[src/rtl/pico_mips_pkg.sv]
// Shared types and constants for the pico-MIPS fetch path.
package pico_mips_pkg;

  typedef enum logic [1:0] {
    RUN  = 2'd0,
    WAIT = 2'd1,
    HALT = 2'd2
  } fetch_state_t;

  localparam int unsigned PC_RESET = 0;

endpackage

[src/rtl/pc_next_calc.sv]
// Combinational next-PC selection for the RUN state: halt > wait > jump > branch > increment.
module pc_next_calc
  import pico_mips_pkg::*;
#(
  parameter int AddrSz   = 6,
  parameter int OffsetSz = 6
) (
  input  logic [AddrSz-1:0]   pc,
  input  logic                jump,
  input  logic [AddrSz-1:0]   jump_target,
  input  logic                branch_taken,
  input  logic [OffsetSz-1:0] branch_offset,
  input  logic                wait_req,
  input  logic                in_valid,
  input  logic                halt_req,
  output logic [AddrSz-1:0]   next_pc,
  output fetch_state_t        next_state,
  output logic                take_input
);

  logic [AddrSz-1:0] offset_ext;

  // Sign-extend the offset; the adder below wraps modulo 2^AddrSz.
  assign offset_ext = AddrSz'($signed(branch_offset));

  always_comb begin
    next_pc    = pc + AddrSz'(1);
    next_state = RUN;
    take_input = 1'b0;
    if (halt_req) begin
      next_pc    = pc;
      next_state = HALT;
    end else if (wait_req) begin
      if (in_valid) begin
        take_input = 1'b1;
      end else begin
        next_pc    = pc;
        next_state = WAIT;
      end
    end else if (jump) begin
      next_pc = jump_target;
    end else if (branch_taken) begin
      next_pc = pc + offset_ext;
    end
  end

endmodule

[src/rtl/fetch_sequencer.sv]
// Program counter and fetch FSM for pico-MIPS: run, wait on external input, halt.
module fetch_sequencer
  import pico_mips_pkg::*;
#(
  parameter int AddrSz   = 6,
  parameter int OffsetSz = 6
) (
  input  logic                clk,
  input  logic                reset,
  input  logic                stall,
  input  logic                jump,
  input  logic [AddrSz-1:0]   jump_target,
  input  logic                branch_taken,
  input  logic [OffsetSz-1:0] branch_offset,
  input  logic                wait_req,
  input  logic                in_valid,
  input  logic                halt_req,
  output logic [AddrSz-1:0]   pc,
  output logic                instr_valid,
  output logic                in_ack,
  output logic                waiting,
  output logic                halted
);

  fetch_state_t      state;
  fetch_state_t      run_next_state;
  logic [AddrSz-1:0] run_next_pc;
  logic              run_take_input;

  pc_next_calc #(
    .AddrSz  (AddrSz),
    .OffsetSz(OffsetSz)
  ) u_pc_next_calc (
    .pc           (pc),
    .jump         (jump),
    .jump_target  (jump_target),
    .branch_taken (branch_taken),
    .branch_offset(branch_offset),
    .wait_req     (wait_req),
    .in_valid     (in_valid),
    .halt_req     (halt_req),
    .next_pc      (run_next_pc),
    .next_state   (run_next_state),
    .take_input   (run_take_input)
  );

  // in_ack is a registered single-cycle pulse; it is cleared every cycle unless an input is taken.
  always_ff @(posedge clk) begin
    if (reset) begin
      state  <= RUN;
      pc     <= AddrSz'(PC_RESET);
      in_ack <= 1'b0;
    end else begin
      in_ack <= 1'b0;
      case (state)
        RUN: begin
          if (!stall) begin
            pc     <= run_next_pc;
            state  <= run_next_state;
            in_ack <= run_take_input;
          end
        end
        WAIT: begin
          if (in_valid) begin
            pc     <= pc + AddrSz'(1);
            in_ack <= 1'b1;
            state  <= RUN;
          end
        end
        HALT: begin
        end
        default: state <= RUN;
      endcase
    end
  end

  assign instr_valid = (state == RUN) && !stall;
  assign waiting     = (state == WAIT);
  assign halted      = (state == HALT);

endmodule
[config.mk]
export PLATFORM = sky130hd
export DESIGN_NAME = fetch_sequencer
export DESIGN_NICKNAME = d
export VERILOG_FILES = /design/src/rtl/pico_mips_pkg.sv /design/src/rtl/pc_next_calc.sv /design/src/rtl/fetch_sequencer.sv
export SDC_FILE = /design/constraint.sdc
export NUM_CORES = 1
export LEC_CHECK = 0
export CAP_MARGIN = 0
export CORE_MARGIN = 2
export CORE_UTILIZATION = 45
export CTS_BUF_LIST = sky130_fd_sc_hd__clkbuf_8 sky130_fd_sc_hd__clkbuf_16
export DETAILED_ROUTE_END_ITERATION = 12
export GPL_ROUTABILITY_DRIVEN = 0
export PLACE_DENSITY = 0.86
export SETUP_SLACK_MARGIN = 0.5
export SLEW_MARGIN = 20
export SYNTH_ARGS = -nofsm -noshare
export SYNTH_HDL_FRONTEND = slang
export SYNTH_SLANG_ARGS = --single-unit
[constraint.sdc]
create_clock -name clk -period 2.1 [get_ports clk]
set_input_delay 0.42 -clock clk [delete_from_list [all_inputs] [get_ports clk]]
set_output_delay 0.42 -clock clk [all_outputs]
set_load 0.005 [all_outputs]
# Yosys cells after proc, flatten, opt, wreduce, memory -nomap -nowiden
# Cells that the tools add are included.
dict set report totals {
  input_bits 20
  elab_cells 35
  out_inout_bits 10
  reg_bits 9
}
dict set report classes {
  mux 18
  addsub 2
  eq_ne 5
  n_reduce_logical 6
  bitwise 1
}
# op count
set op_table {}
lappend op_table {{$mux W6} 6}
lappend op_table {{$pmux W6 S2} 1}
lappend op_table {{$mux W2} 4}
lappend op_table {{$add A6 B1 Y6 const B} 1}
lappend op_table {{$add A6 B6 Y6} 1}
lappend op_table {{$ne A2 B2 Y1 const B} 3}
lappend op_table {{$pmux W2 S3} 1}
lappend op_table {{$reduce_and A3 Y1} 2}
lappend op_table {{$mux W1} 5}
lappend op_table {{$eq A2 B1 Y1 const B} 1}
lappend op_table {{$eq A2 B2 Y1 const B} 1}
lappend op_table {{$logic_not A2 Y1} 1}
lappend op_table {{$pmux W1 S2} 1}
lappend op_table {{$reduce_bool A2 Y1} 1}
lappend op_table {{$logic_and A1 B1 Y1} 1}
lappend op_table {{$logic_not A1 Y1} 1}
lappend op_table {{$not A1 Y1} 1}

# Logic depth before layout (Yosys ltp)
dict set report logic_depth {
  word_depth 7
  ltp_mapped 8
  mapped_depth_nobuf 8
}

# Hierarchy
# A second synthesis with hierarchy kept.
dict set report unflattened {
  hier_cells 149
  hier_area_um2 1104.8
}
# module instances area_per_inst_um2 cells_each seq_area_each_um2
set by_module_without_submodules {}
lappend by_module_without_submodules {fetch_sequencer 1 556.8 64 180.2}
lappend by_module_without_submodules {pc_next_calc 1 548.0 85 0.0}

# Least setup slack after synthesis
# OpenSTA, ideal clock, no wires.
dict set report synth_timing {
  path_kind {register to register}
  from {register pc[0]}
  to {register pc[1]}
  slack_ns 0.245
  n_path_buf 0
  arrival_ns 1.759
  path_stages_with_launch 9
  period_less_slack_ns 1.855
  setup_time_ns 0.095
  required_time_ns 2.005
  cell_sequence {dfxtp_1 > ha_1 > inv_1 > fa_1 > nor2b_1 > a21oi_1 > o211ai_1 > o31ai_1 > a221oi_1}
}
dict set report synth_between {
  elab_chain_len 7
  elab_cells_between_ends 9
  cone_classes {2 x add/sub; 7 x mux}
}
# element line_no
set synth_rtl {}
lappend synth_rtl {{start, declared} fetch_sequencer.sv:18} ;# output logic [AddrSz-1:0] pc,
lappend synth_rtl {{start signal, assigned} fetch_sequencer.sv:51} ;# pc <= AddrSz'(PC_RESET);
lappend synth_rtl {{start signal, assigned} fetch_sequencer.sv:58} ;# pc <= run_next_pc;
lappend synth_rtl {{start signal, assigned} fetch_sequencer.sv:65} ;# pc <= pc + AddrSz'(1);
lappend synth_rtl {{$add A6 B1 Y6 or $add A6 B6 Y6 (tied branches)} {pc_next_calc.sv:27, fetch_sequencer.sv:65, pc_next_calc.sv:43}}
lappend synth_rtl {{$mux W6} pc_next_calc.sv:42} ;# end else if (branch_taken) begin
lappend synth_rtl {{$mux W6} pc_next_calc.sv:40} ;# end else if (jump) begin
lappend synth_rtl {{$mux W6} pc_next_calc.sv:33} ;# end else if (wait_req) begin
lappend synth_rtl {{$mux W6} pc_next_calc.sv:30} ;# if (halt_req) begin
lappend synth_rtl {{$mux W6} fetch_sequencer.sv:57} ;# if (!stall) begin
lappend synth_rtl {{$pmux W6 S2 *} fetch_sequencer.sv:55} ;# case (state)
# Mark *: on every way between the ends. The rest lies on a longest branch, timed or not. The select of a mux whose other input is x is not followed.
# A chain may end at the register's enable or synchronous reset.

# Worst setup path in the final report
# Same ends and word-level chain as after synthesis.

==> results_dict.tcl <==
set metrics [dict create \
    status "finished clean" \
    route.detailed.wl_per_inst_um 19.7 \
    final.min_clock_period_ps 1850 \
    crit_required_ps 2240 \
    grt_overflow 0 \
    finalClockSkew_ps 9.91 \
    grt_pass1_vias 1329 \
    initial_core_util_pct 46.9 \
    drive_gt1_share_pct 39.5 \
    grt_pass1_wl_mm 6.54 \
    p_total_uw 681 \
    die_height_um 48.7 \
    timing.fmax_mhz 539 \
    cts_root_buf "clkbuf_8" \
    startpoint_type "flop" \
    antenna_found_initial 0 \
    grt_usage_pct 36.5 \
    syn_to_final_growth_pct 82.2 \
    ys_types 43 \
    startpoint "pc[0]" \
    highest_layer "met4" \
    final_util_pct 85.4 \
    maxSlewViolCount 0 \
    critPathMaxFanout 2 \
    fin_crit_sh_pct 88.3 \
    die_width_um 48.7 \
    timing.rr.start "pc[0]" \
    core-area_um2 1920 \
    syn-num-nets 150 \
    dr_wl_met2_mm 1.84 \
    io_buffers 29 \
    cts.sinks 9 \
    drc 0 \
    route.met3.wl_um 371 \
    drt_first_pass_iters 4 \
    end_kind "flop" \
    dp.cells 186 \
    finalNonFillerCells 204 \
    min_from "state[0]" \
    slew-limit-headroom_pct 65.7 \
    path_clk_slew_ps 50 \
    synth-warning-count 0 \
    vias 1308 \
    hold_buffers 0 \
    avgSynthCellArea_um2 7.32 \
    worstSkewPairLatency_ps 250 \
    dp_hpwl_mm 2.14 \
    grt_max_degree 12 \
    syn_inst 123 \
    ioPinCount 30 \
    rsz0062_at_grt "yes" \
    clk_path_buf_depth 2 \
    cts_max_level 1 \
    ir_worst_vdd_uv 323 \
    powerDensity_nw_per_um2 415 \
    setup_viol 0 \
    cts_tree "yes" \
    hold_class "reg -> reg" \
    cts_buffers 3 \
    antenna_left 0 \
    drt_iter0_markers 87 \
    critical_path_class "reg -> reg" \
    design.die.area_um2 2380 \
    tightest_slew_ps 509 \
    seq_area_frac_synth_pct 20.0 \
    postRouteWirelength_mm 4.02 \
    fin_nets 205 \
    num_rows 16 \
    num_antenna_cells 0 \
    max_cap_violations 0 \
    drt-met1-wl_mm 1.51 \
    detail_route.vias_per_cell 6.41 \
    worstPathArrival_ps 1990 \
    ys_ff_latch 9 \
    hold_violations 0 \
    synth_area_um2 901 \
    leakage_nw 0.671 \
]
cells in the mapped netlist, drive strengths merged:
| cell | count | area (um2) |
|---|---|---|
| a211oi | 2 | 15.0 |
| a21o | 1 | 7.51 |
| a21oi | 14 | 70.1 |
| a221o | 1 | 10.0 |
| a221oi | 1 | 8.76 |
| a31oi | 1 | 6.26 |
| a41o | 1 | 10.0 |
| and3 | 2 | 12.5 |
| buf | 2 | 10.0 |
| clkbuf | 2 | 7.51 |
| dfxtp | 9 | 180 |
| fa | 1 | 20.0 |
| ha | 6 | 75.1 |
| inv | 7 | 26.3 |
| mux2 | 1 | 11.3 |
| mux2i | 1 | 10.0 |
| nand2 | 11 | 41.3 |
| nand2b | 2 | 12.5 |
| nand3 | 4 | 20.0 |
| nand3b | 1 | 7.51 |
| nand4 | 1 | 6.26 |
| nor2 | 12 | 47.6 |
| nor2b | 3 | 26.3 |
| nor3 | 5 | 30.0 |
| nor3b | 1 | 7.51 |
| nor4 | 2 | 12.5 |
| o211ai | 2 | 15.0 |
| o21ai | 8 | 40.0 |
| o21ba | 1 | 10.0 |
| o21bai | 1 | 7.51 |
| o22ai | 1 | 6.26 |
| o311ai | 1 | 8.76 |
| o31a | 1 | 8.76 |
| o31ai | 3 | 22.5 |
| o32ai | 1 | 8.76 |
| or2 | 1 | 6.26 |
| or3 | 1 | 6.26 |
| or4 | 1 | 7.51 |
| xnor2 | 3 | 26.3 |
| xor2 | 4 | 35.0 |
stage by stage:
stage	TNS, ps	setup slack (ps)	hold WS (ps)	area [um2]
2_1_floorplan	0	358	492	956
3_3_place_gp	-694	-209	551	1350
3_5_place_dp	-839	-278	557	1350
4_1_cts	0	303	468	1570
5_1_grt	0	190	476	1640
6_report	0	246	464	1640
kinds of logic (layout without fill, tap and decap cells):
| group | Yosys count | after routing | synth area share (%) |
|---|---|---|---|
| xor+xnor | 7 | 7 | 6.81 |
| compound gates | 40 | 40 | 28.3 |
| fa+ha+maj | 7 | 7 | 10.6 |
| mux | 2 | 2 | 2.36 |
| simple gates | 47 | 47 | 27.1 |
| flops | 9 | 9 | 20.0 |
| buf+inv | 11 | 65 | 4.86 |
timing repair:
item | in CTS | in global routing
pin swaps | 20 | 7
setup buffers | 11 | 3
cloned | 0 | 0
setup endpoints to repair | 13 | 10
hold endpoints to repair | 0 | 0
gates resized for setup | 53 | 15
layout make-up:
cell class	count	area [um2]
Inverter	7	28.8
Timing Repair Buffer	54	487
Fill cell	110	280
Multi-Input combinational cell	103	842
Sequential cell	9	205
Tap cell	27	33.8
Clock inverter	1	3.75
Clock buffer	3	41.3
layer usage:
metal  track usage, %  vias up
met5                0        -
met3             9.88       42
met4             24.3        0
li1                 -      561
met1             39.3      588
met2             62.1      117
path summary, 6_finish.rpt:
check	end	slack [ps]	depth (start not counted)
worst max-delay path	pc[1]	250	8
worst min-delay path	state[1]	460	1
worst max register to register	pc[1]	250	8
worst min register to register	state[1]	460	1
critical path: stages (launching register included):
cell and delay (ps):
dfxtp_4 350, ha_4 170, inv_4 50, fa_2 420
nor2b_1 130, a21oi_1 50, o211ai_1 200, o31ai_1 130
a221oi_1 260
state kept, by name, summed over array words and instances (netlist names):
name,cells
in_ack,1
state,2
pc,6
cells in the final DEF, fill, tap and decap left out, types with 3 or more instances in the layout:
cell type,Yosys,layout
dfxtp_4,0,6
clkdlybuf4s50_1,0,13
dlygate4sd2_1,0,9
buf_6,0,5
nor3_2,1,3
clkbuf_8,0,3
o31ai_1,3,3
nor2_1,11,10
inv_1,7,6
a21oi_1,14,12
ha_4,0,6
nand2_1,11,11
o21ai_0,8,6
buf_4,0,19
report_power, final:
group	switching (mW)	internal [mW]	leakage, nW	total [mW]
Sequential	0.0118	0.178	0.0787	0.190
Combinational	0.137	0.145	0.565	0.282
Clock	0.0802	0.128	0.0269	0.208
(Power assumes the default switching activity.)
